==> src/rtl/dmx_pkg.sv <==
// Shared types and default timing for the DMX512 receive path.
// Timing defaults assume a 12 MHz system clock.
package dmx_pkg;

   typedef enum logic [1:0] {
      IDLE  = 2'd0,
      BREAK = 2'd1,
      MAB   = 2'd2,
      SLOTS = 2'd3
   } dmx_state_e;

   localparam int DMX_MAX_SLOTS       = 512;
   localparam int DMX_BREAK_MIN_CYC   = 1056;   // 88 us
   localparam int DMX_MAB_MIN_CYC     = 96;     // 8 us
   localparam int DMX_IDLE_TO_CYC     = 12000;  // 1 ms
   localparam int DMX_CNT_W           = 16;
   localparam int DMX_IDX_W           = 10;

endpackage

==> src/rtl/dmx_dur_counter.sv <==
// Saturating duration counter: clear has priority, then counts while enabled
// and holds at all-ones.
module dmx_dur_counter #(
   parameter int W = 16
) (
   input  logic         clk,
   input  logic         rst_n,
   input  logic         clr,
   input  logic         en,
   output logic [W-1:0] cnt
);

   // NOTE: sequential state is written with non-blocking assignments only, so
   // every register samples the pre-edge value of every other register.
   always_ff @(posedge clk or negedge rst_n) begin
      if (!rst_n) begin
         cnt <= '0;
      end else if (clr) begin
         cnt <= '0;
      end else if (en && (cnt != '1)) begin
         cnt <= cnt + 1'b1;
      end
   end

endmodule

==> src/rtl/dmx_rx_frame_ctrl.sv <==
// DMX512 receive frame sequencer: times BREAK/MAB, arms the UART and numbers slots.
// Optional DMX_START_CODE_FILTER_EN suppresses data slots of non-zero start-code frames.
module dmx_rx_frame_ctrl
   import dmx_pkg::*;
#(
   parameter int BREAK_MIN_CYC = DMX_BREAK_MIN_CYC,
   parameter int MAB_MIN_CYC   = DMX_MAB_MIN_CYC,
   parameter int IDLE_TO_CYC   = DMX_IDLE_TO_CYC,
   parameter int MAX_SLOTS     = DMX_MAX_SLOTS,
   parameter int CNT_W         = DMX_CNT_W
) (
   input  logic                 clk,
   input  logic                 rst_n,
   input  logic                 rx_level,
   input  logic                 rx_fall,
   input  logic                 rx_rise,
   input  logic                 byte_valid,
   input  logic [7:0]           byte_data,
   input  logic                 framing_err,
   output logic                 uart_en,
   output logic                 frame_start,
   output logic                 slot_valid,
   output logic [DMX_IDX_W-1:0] slot_index,
   output logic [7:0]           slot_data,
   output logic                 start_code_ok,
   output logic                 frame_done,
   output logic [DMX_IDX_W-1:0] frame_len,
   output logic                 timing_err
);

   localparam logic [1:0] ST_IDLE  = IDLE;
   localparam logic [1:0] ST_BREAK = BREAK;
   localparam logic [1:0] ST_MAB   = MAB;
   localparam logic [1:0] ST_SLOTS = SLOTS;

   localparam logic [CNT_W-1:0]     BREAK_MIN = CNT_W'(BREAK_MIN_CYC);
   localparam logic [CNT_W-1:0]     MAB_MIN   = CNT_W'(MAB_MIN_CYC);
   localparam logic [CNT_W-1:0]     IDLE_TO   = CNT_W'(IDLE_TO_CYC);
   localparam logic [DMX_IDX_W-1:0] SLOT_END  = DMX_IDX_W'(MAX_SLOTS + 1);

   logic [1:0]           state;
   logic [CNT_W-1:0]     low_cnt;
   logic [CNT_W-1:0]     hi_cnt;
   logic [DMX_IDX_W-1:0] slot_cnt;
   logic [DMX_IDX_W-1:0] data_len;
   logic                 slot_pass;

   // A simultaneous fall and rise is illegal; the fall wins everywhere.
   dmx_dur_counter #(.W(CNT_W)) u_low_cnt (
      .clk   (clk),
      .rst_n (rst_n),
      .clr   (rx_fall),
      .en    (~rx_level),
      .cnt   (low_cnt)
   );

   dmx_dur_counter #(.W(CNT_W)) u_hi_cnt (
      .clk   (clk),
      .rst_n (rst_n),
      .clr   (rx_rise & ~rx_fall),
      .en    (rx_level),
      .cnt   (hi_cnt)
   );

`ifdef DMX_START_CODE_FILTER_EN
   assign slot_pass = (slot_cnt == '0) || start_code_ok;
   assign data_len  = ((slot_cnt == '0) || !start_code_ok) ? '0 : slot_cnt - 1'b1;
`else
   assign slot_pass = 1'b1;
   assign data_len  = (slot_cnt == '0) ? '0 : slot_cnt - 1'b1;
`endif

   always_ff @(posedge clk or negedge rst_n) begin
      if (!rst_n) begin
         state         <= ST_IDLE;
         slot_cnt      <= '0;
         uart_en       <= 1'b0;
         frame_start   <= 1'b0;
         slot_valid    <= 1'b0;
         slot_index    <= '0;
         slot_data     <= '0;
         start_code_ok <= 1'b0;
         frame_done    <= 1'b0;
         frame_len     <= '0;
         timing_err    <= 1'b0;
      end else begin
         frame_start <= 1'b0;
         slot_valid  <= 1'b0;
         frame_done  <= 1'b0;
         timing_err  <= 1'b0;
         case (state)
            ST_IDLE: begin
               if (rx_fall) state <= ST_BREAK;
            end
            ST_BREAK: begin
               if (rx_rise && !rx_fall) state <= (low_cnt >= BREAK_MIN) ? ST_MAB : ST_IDLE;
            end
            ST_MAB: begin
               if (rx_fall) begin
                  if (hi_cnt >= MAB_MIN) begin
                     state         <= ST_SLOTS;
                     frame_start   <= 1'b1;
                     slot_cnt      <= '0;
                     start_code_ok <= 1'b0;
                  end else begin
                     // The short-MAB fall may itself be the start of a new BREAK.
                     state      <= ST_BREAK;
                     timing_err <= 1'b1;
                     uart_en    <= 1'b0;
                  end
               end else if (hi_cnt >= MAB_MIN) begin
                  uart_en <= 1'b1;
               end
            end
            ST_SLOTS: begin
               if (slot_cnt == SLOT_END) begin
                  state      <= ST_IDLE;
                  frame_done <= 1'b1;
                  frame_len  <= data_len;
                  uart_en    <= 1'b0;
               end else if (byte_valid && framing_err) begin
                  // A framing error is the next BREAK already in progress; low_cnt keeps running.
                  state      <= ST_BREAK;
                  frame_done <= 1'b1;
                  frame_len  <= data_len;
                  uart_en    <= 1'b0;
               end else if (byte_valid) begin
                  slot_valid <= slot_pass;
                  slot_index <= slot_cnt;
                  slot_data  <= byte_data;
                  slot_cnt   <= slot_cnt + 1'b1;
                  if (slot_cnt == '0) start_code_ok <= (byte_data == 8'h00);
               end else if (hi_cnt >= IDLE_TO) begin
                  state      <= ST_IDLE;
                  frame_done <= 1'b1;
                  frame_len  <= data_len;
                  uart_en    <= 1'b0;
               end
            end
         endcase
      end
   end

endmodule

==> config.mk <==
export PLATFORM = sky130hd
export DESIGN_NAME = dmx_rx_frame_ctrl
export DESIGN_NICKNAME = d
export VERILOG_FILES = /design/src/rtl/dmx_pkg.sv /design/src/rtl/dmx_dur_counter.sv /design/src/rtl/dmx_rx_frame_ctrl.sv
export SDC_FILE = /design/constraint.sdc
export NUM_CORES = 1
export LEC_CHECK = 0
export BUFFER_PORTS_ARGS = -buffer_cell sky130_fd_sc_hd__buf_4
export CAP_MARGIN = 5
export CORE_UTILIZATION = 40
export DETAILED_ROUTE_END_ITERATION = 12
export SLEW_MARGIN = 5
export SYNTH_ARGS = -nofsm -noshare
export SYNTH_HDL_FRONTEND = slang
export SYNTH_SLANG_ARGS = --single-unit
==> constraint.sdc <==
create_clock -name clk -period 2.95 [get_ports clk]
set_clock_uncertainty 0.15 [all_clocks]
set_input_delay 0.59 -clock clk [delete_from_list [all_inputs] [get_ports clk]]
set_output_delay 0.59 -clock clk [all_outputs]
set_load 0.005 [all_outputs]
Word-level counts from Yosys, hierarchy flattened

Cells that the tools add are included.
W data, S select, Z words.

Flip-flop bits (word level): 78

Add/subtract/negate cells: 4
Magnitude comparators: 3
Equality and inequality tests: 19
Mux-type cells: 55
Bitwise logic cells: 5
Reduce and logical (&&, ||, !) cells: 18

Operators by type and width:

| operator                | number |
|---|---|
| $mux W10                | 10 |
| $mux W16                | 4 |
| $add A16 B1 Y16 const B | 2 |
| $ne A16 B16 Y1 const B  | 2 |
| $mux W1                 | 28 |
| $pmux W10 S2            | 1 |
| $mux W2                 | 9 |
| $ge A16 B11 Y1 const B  | 1 |
| $ge A16 B14 Y1 const B  | 1 |
| $ge A16 B7 Y1 const B   | 1 |
| $ne A2 B2 Y1 const B    | 8 |
| $add A10 B1 Y10 const B | 1 |
| $eq A10 B10 Y1 const B  | 1 |
| $logic_not A10 Y1       | 1 |
| $reduce_and A5 Y1       | 2 |
| $sub A10 B1 Y10 const B | 1 |
| $logic_not A8 Y1        | 1 |
| $ne A4 B4 Y1 const B    | 2 |
| $pmux W2 S4             | 1 |
| $reduce_and A7 Y1       | 1 |
| $ne A3 B3 Y1 const B    | 2 |
| $reduce_and A6 Y1       | 1 |
| $reduce_bool A2 Y1      | 3 |
| $eq A2 B2 Y1 const B    | 2 |
| 11 further kinds        | 18 |

Logic depth before layout (Yosys ltp)

Depth after elaboration: 6
Gate-level depth with buffers: 9

Cells and area by module

From an unflattened synthesis, not the netlist that was laid out.

Cells, all modules: 443
Area, all modules: 4292.9 sq um

Modules (own cells, without submodules):

| module            | instances | cells each | area an instance (sq um) | seq. area each (sq um) |
|---|---|---|---|---|
| dmx_rx_frame_ctrl | 1         | 247        | 2408.6                   | 1151.1 |
| dmx_dur_counter   | 2         | 98         | 942.2                    | 400.4 |

Worst setup path before layout

No wires, ideal clock.

Path type: register to register
Start point: register slot_cnt[0]
End point: register frame_len[2]
Setup time: 0.125 ns
Arrival: 1.828 ns
Data required time: 2.675 ns
Slack: 0.847 ns
Cell stages (with the launch flop): 8
Path buffers: 1
Clock period less this slack: 2.103 ns
Cells stage by stage: dfrtp_1 > buf_2 > inv_1 > ha_1 > or4b_4 > nor3_4 > nor2_1 > mux2_4

Longest elaborated chain between the ends: 6
Elaborated cells on any way between the ends: 11
Classes of those cells: 1 x add/sub; 2 x eq/ne; 5 x mux; 3 x reduce/logical

RTL lines:

| what                                                 | line                     | text |
|---|---|---|
| start: declaration                                   | dmx_rx_frame_ctrl.sv:44  | `logic [DMX_IDX_W-1:0] slot_cnt;` |
| start signal: assignment                             | dmx_rx_frame_ctrl.sv:131 | `slot_cnt <= slot_cnt + 1'b1;` |
| $sub A10 B1 Y10 or $logic_not A10 Y1 (tied branches) | dmx_rx_frame_ctrl.sv:70  | `assign data_len = (slot_cnt == '0) ? '0 : slot_cnt - 1'b1;` |
| $mux W10                                             | dmx_rx_frame_ctrl.sv:70  |  |
| $mux W10                                             | dmx_rx_frame_ctrl.sv:133 | `end else if (hi_cnt >= IDLE_TO) begin` |
| $mux W10                                             | dmx_rx_frame_ctrl.sv:127 | `end else if (byte_valid) begin` |
| $mux W10                                             | dmx_rx_frame_ctrl.sv:121 | `end else if (byte_valid && framing_err) begin` |
| $mux W10                                             | dmx_rx_frame_ctrl.sv:116 | `if (slot_cnt == SLOT_END) begin` |
| end signal: assignment                               | dmx_rx_frame_ctrl.sv:119 | `frame_len <= data_len;` |
| end signal: assignment                               | dmx_rx_frame_ctrl.sv:125 | `frame_len <= data_len;` |
| end signal: assignment                               | dmx_rx_frame_ctrl.sv:136 | `frame_len <= data_len;` |
| end: declaration                                     | dmx_rx_frame_ctrl.sv:27  | `output logic [DMX_IDX_W-1:0] frame_len,` |

Several ways; a longest one is shown, not always the timed one. The select of a mux whose other input is x is not followed.
A chain may end at the register's enable or synchronous reset.

Worst setup path in the final report

Start point: register slot_cnt[1]
End point: register slot_data[6]

Longest elaborated chain between the ends: 3

RTL lines:

| what                               | line                     | text |
|---|---|---|
| $eq A10 B10 Y1                     | dmx_rx_frame_ctrl.sv:116 |  |
| $not A1 Y1 (no source line)        | n/a                      |  |
| $reduce_and A4 Y1 (no source line) | n/a                      |  |
| end signal: assignment             | dmx_rx_frame_ctrl.sv:130 | `slot_data <= byte_data;` |
| end: declaration                   | dmx_rx_frame_ctrl.sv:24  | `output logic [7:0] slot_data,` |

No other way between the ends.

==> summary.txt <==
TritonCTS clock tree: built
clock buffer count from CTS: 9
initial antenna violation count: 0
global route total overflow: 0
Final setup viols: 0
DR iter-0 viols: 273
first-pass GRT wire length: 17.3 mm
period utilization: 84.7%
Die Y: 107 microns
WL final: 10.3 mm
largest net degree at the start of global routing: 43
Core ar.: 10800 sq um
syn_nets: 468
Finished Core Util: 46.8%
DRC: 1
measured slew at the worst slew-check pin: 0.688 ns
PD cells: 592 nW/um^2
die width: 107 microns
critical path type: reg -> reg
WP data arrival: 2.60 ns
postcts setup bufs: 0
layout cells sized above 1: 21.4%
# Max-Cap Violations: 0
Synth async-reset ratio: 100%
Layout area overhead: 14.3%
Setup crit start kind: register
# IOs: 49
Ant. Diodes: 0
syn_area_per_cell: 9.98 sq um
Pre-Repair DR Iteration Count: 9
Synth Area in Simple Gates: 24.4%
sum of negative setup slack: 0 ns
synth unique cells: 62
Cell Area, Synth: 4440 sq um
sequential standard cell area: 1950 sq um
largest family of logic cells by synthesized area: simple AND/OR/NAND/NOR gates
Final Max Tran Viols: 0
main flop type after synthesis: dfrtp_1
clk slew on worst S/H paths: 0.09 ns
CP max FO: 11
clock sinks: 78
die area: 11500 sq um
CP endpoint kind: register
GRT Util Overall: 19.1%
clock latency on the worst-skew pair: 0.37 ns
commonest non-fill, non-tap cell in the layout: dfrtp_1
vias: 3640
Critical Path Max Stage Delay: 0.48 ns
initial core utilization: 41.0%
HPWL after DPL: 7.16 mm
vias in the first global route: 3456
Data required, critical path: 3.05 ns
Worst slew margin: 54.0%
clk buf depth: 2
fin worst setup slack: 0.450 ns
Yosys warnings: 0
Max VDD drop: 0.000241 V
CTS resizes: 0
routability cong.: 0.823
pre-CTS setup slack: 0.478 ns
Mapped Cells: 445
post-synthesis register bit count: 78
fmax: 0.400 GHz
mux contribution to synthesized area: 8.88%
H-tree Lvls: 3
multi-input logic area: 2270 sq um
crit-path cells: inv_1 > ha_1 > nor4b_1 > a31o_1 > buf_4 > mux2_1
P_leak: 2.22 nW
commonest cells after routing, fill and taps aside: dfrtp_1, buf_4, nor2_1, nand2_1, a21oi_1
Detail Route Antenna Nets: 0
unrepaired setup endpoints after global routing: no
CTS root buffer: clkbuf_8
post-synthesis sequential area ratio: 44.0%
Fin. Hold Viols: 0
Rows: 38
Post-synth EDFFs: 0
failing checks: design-rule violations
area share of fa/ha/maj cells after synthesis: 2.25%
Synth Area in Compound Gates: 13.6%
I/O Buffers: 48
CTS Hold Bufs: 0
worst hold path type: in -> async
outcome: finished, violations left
fill count: 1029
per-cell routed wire length: 16.3 microns
fin crit period: 2.50 ns
critical path's slowest cell: dfrtp_1
Final nets: 508
xor/xnor share of the synthesized area: 1.97%
Vias/cell: 5.78
## cell usage after synthesis, drive strengths merged, types with 2 or more instances
| library cell | number | area (sq um) |
|---|---|---|
| o41ai | 9 | 93.8 |
| a21oi | 26 | 130 |
| nand3 | 12 | 65.1 |
| and3 | 5 | 31.3 |
| nand4b | 2 | 17.5 |
| o31ai | 11 | 82.6 |
| nand4 | 19 | 119 |
| inv | 15 | 56.3 |
| clkbuf | 14 | 52.6 |
| nor2b | 8 | 50.1 |
| mux2i | 6 | 60.1 |
| nand2 | 32 | 120 |
| or3 | 10 | 67.6 |
| a41o | 3 | 30.0 |
| nor4 | 11 | 109 |
| nor3 | 12 | 76.3 |
| a31oi | 6 | 37.5 |
| a211oi | 4 | 30.0 |
| mux2 | 29 | 334 |
| xor2 | 4 | 35.0 |
| or4 | 11 | 93.8 |
| o21ai | 16 | 80.1 |
| ha | 8 | 100 |
| or4b | 5 | 53.8 |
| a2111oi | 3 | 32.5 |
| buf | 15 | 109 |
| xnor2 | 6 | 52.6 |
| and4b | 2 | 20.0 |
| and2 | 4 | 25.0 |
| nor2 | 36 | 135 |
| dfrtp | 78 | 1950 |
| nor3b | 2 | 15.0 |
| nand2b | 4 | 25.0 |
| and4 | 5 | 43.8 |
## worst paths after layout
check / from / to / slack [ns] / depth (start not counted)
max: slot_cnt[1] / slot_data[6] / 0.45 / 6
min: rst_n / u_hi_cnt.cnt[11] / 0.03 / 1
max reg2reg: slot_cnt[1] / slot_data[6] / 0.45 / 6
min reg2reg: slot_data[4] / slot_data[4] / 0.35 / 1
max in group asynchronous: rst_n / slot_cnt[1] / 2.03 / 2
min in group clk: byte_data[0] / slot_data[0] / 0.29 / 2
## cell families (layout without fill, tap and decap cells)
group | Yosys count | in the layout
flops | 78 | 78
xor+xnor | 10 | 10
simple gates | 182 | 182
mux | 35 | 35
compound gates | 88 | 88
buf+inv | 44 | 89
fa+ha+maj | 8 | 8
## where the power goes
group	internal, mW	switching, mW	total [mW]	leakage (nW)
combinational	0.452	0.443	0.895	1.09
sequential	1.24	0.135	1.37	1.05
clock	0.306	0.428	0.734	0.0816
total	2.00	1.01	3.00	2.22
## per-stage QoR
stage	area (sq um)	instances	hold WS [ns]	total power, mW
after floorplan	4440	445	0.144	1.89
after global placement	4900	614	0.327	2.27
after detailed placement	4900	614	0.333	2.29
after CTS	5070	630	0.0350	3.03
after global routing	5070	630	0.0673	3.19
final	5070	630	0.0282	3.00
## critical path: cells and delay by family, from the launching register on
kind,cells,cell delay (ns)
simple gates,1,0.33
buf+inv,2,0.46
flops,1,0.48
fa+ha+maj,1,0.20
mux,1,0.35
compound gates,1,0.42
## flip-flops by register name, indices dropped and copies added (netlist names), 2 cells and up
register	count
u_hi_cnt.cnt	16
u_low_cnt.cnt	16
state	2
slot_index	10
frame_len	10
slot_cnt	10
slot_data	8
## cell type report
class	count	share of cell area, %
repair buffers	58	8.83
well taps	140	3.45
inverters	15	1.11
flip-flops and latches	78	38.5
multi-input cells	323	44.7
clock inverters	7	0.986
clock buffers	9	2.44
## metal layers
metal | share of wire, % | GRT usage, %
met1 | 49 | 27.9
met2 | 45 | 27.9
met3 | 5.0 | 3.21
met4 | 0.96 | 8.12
met5 | 0 | 0
(Power assumes the default switching activity.)
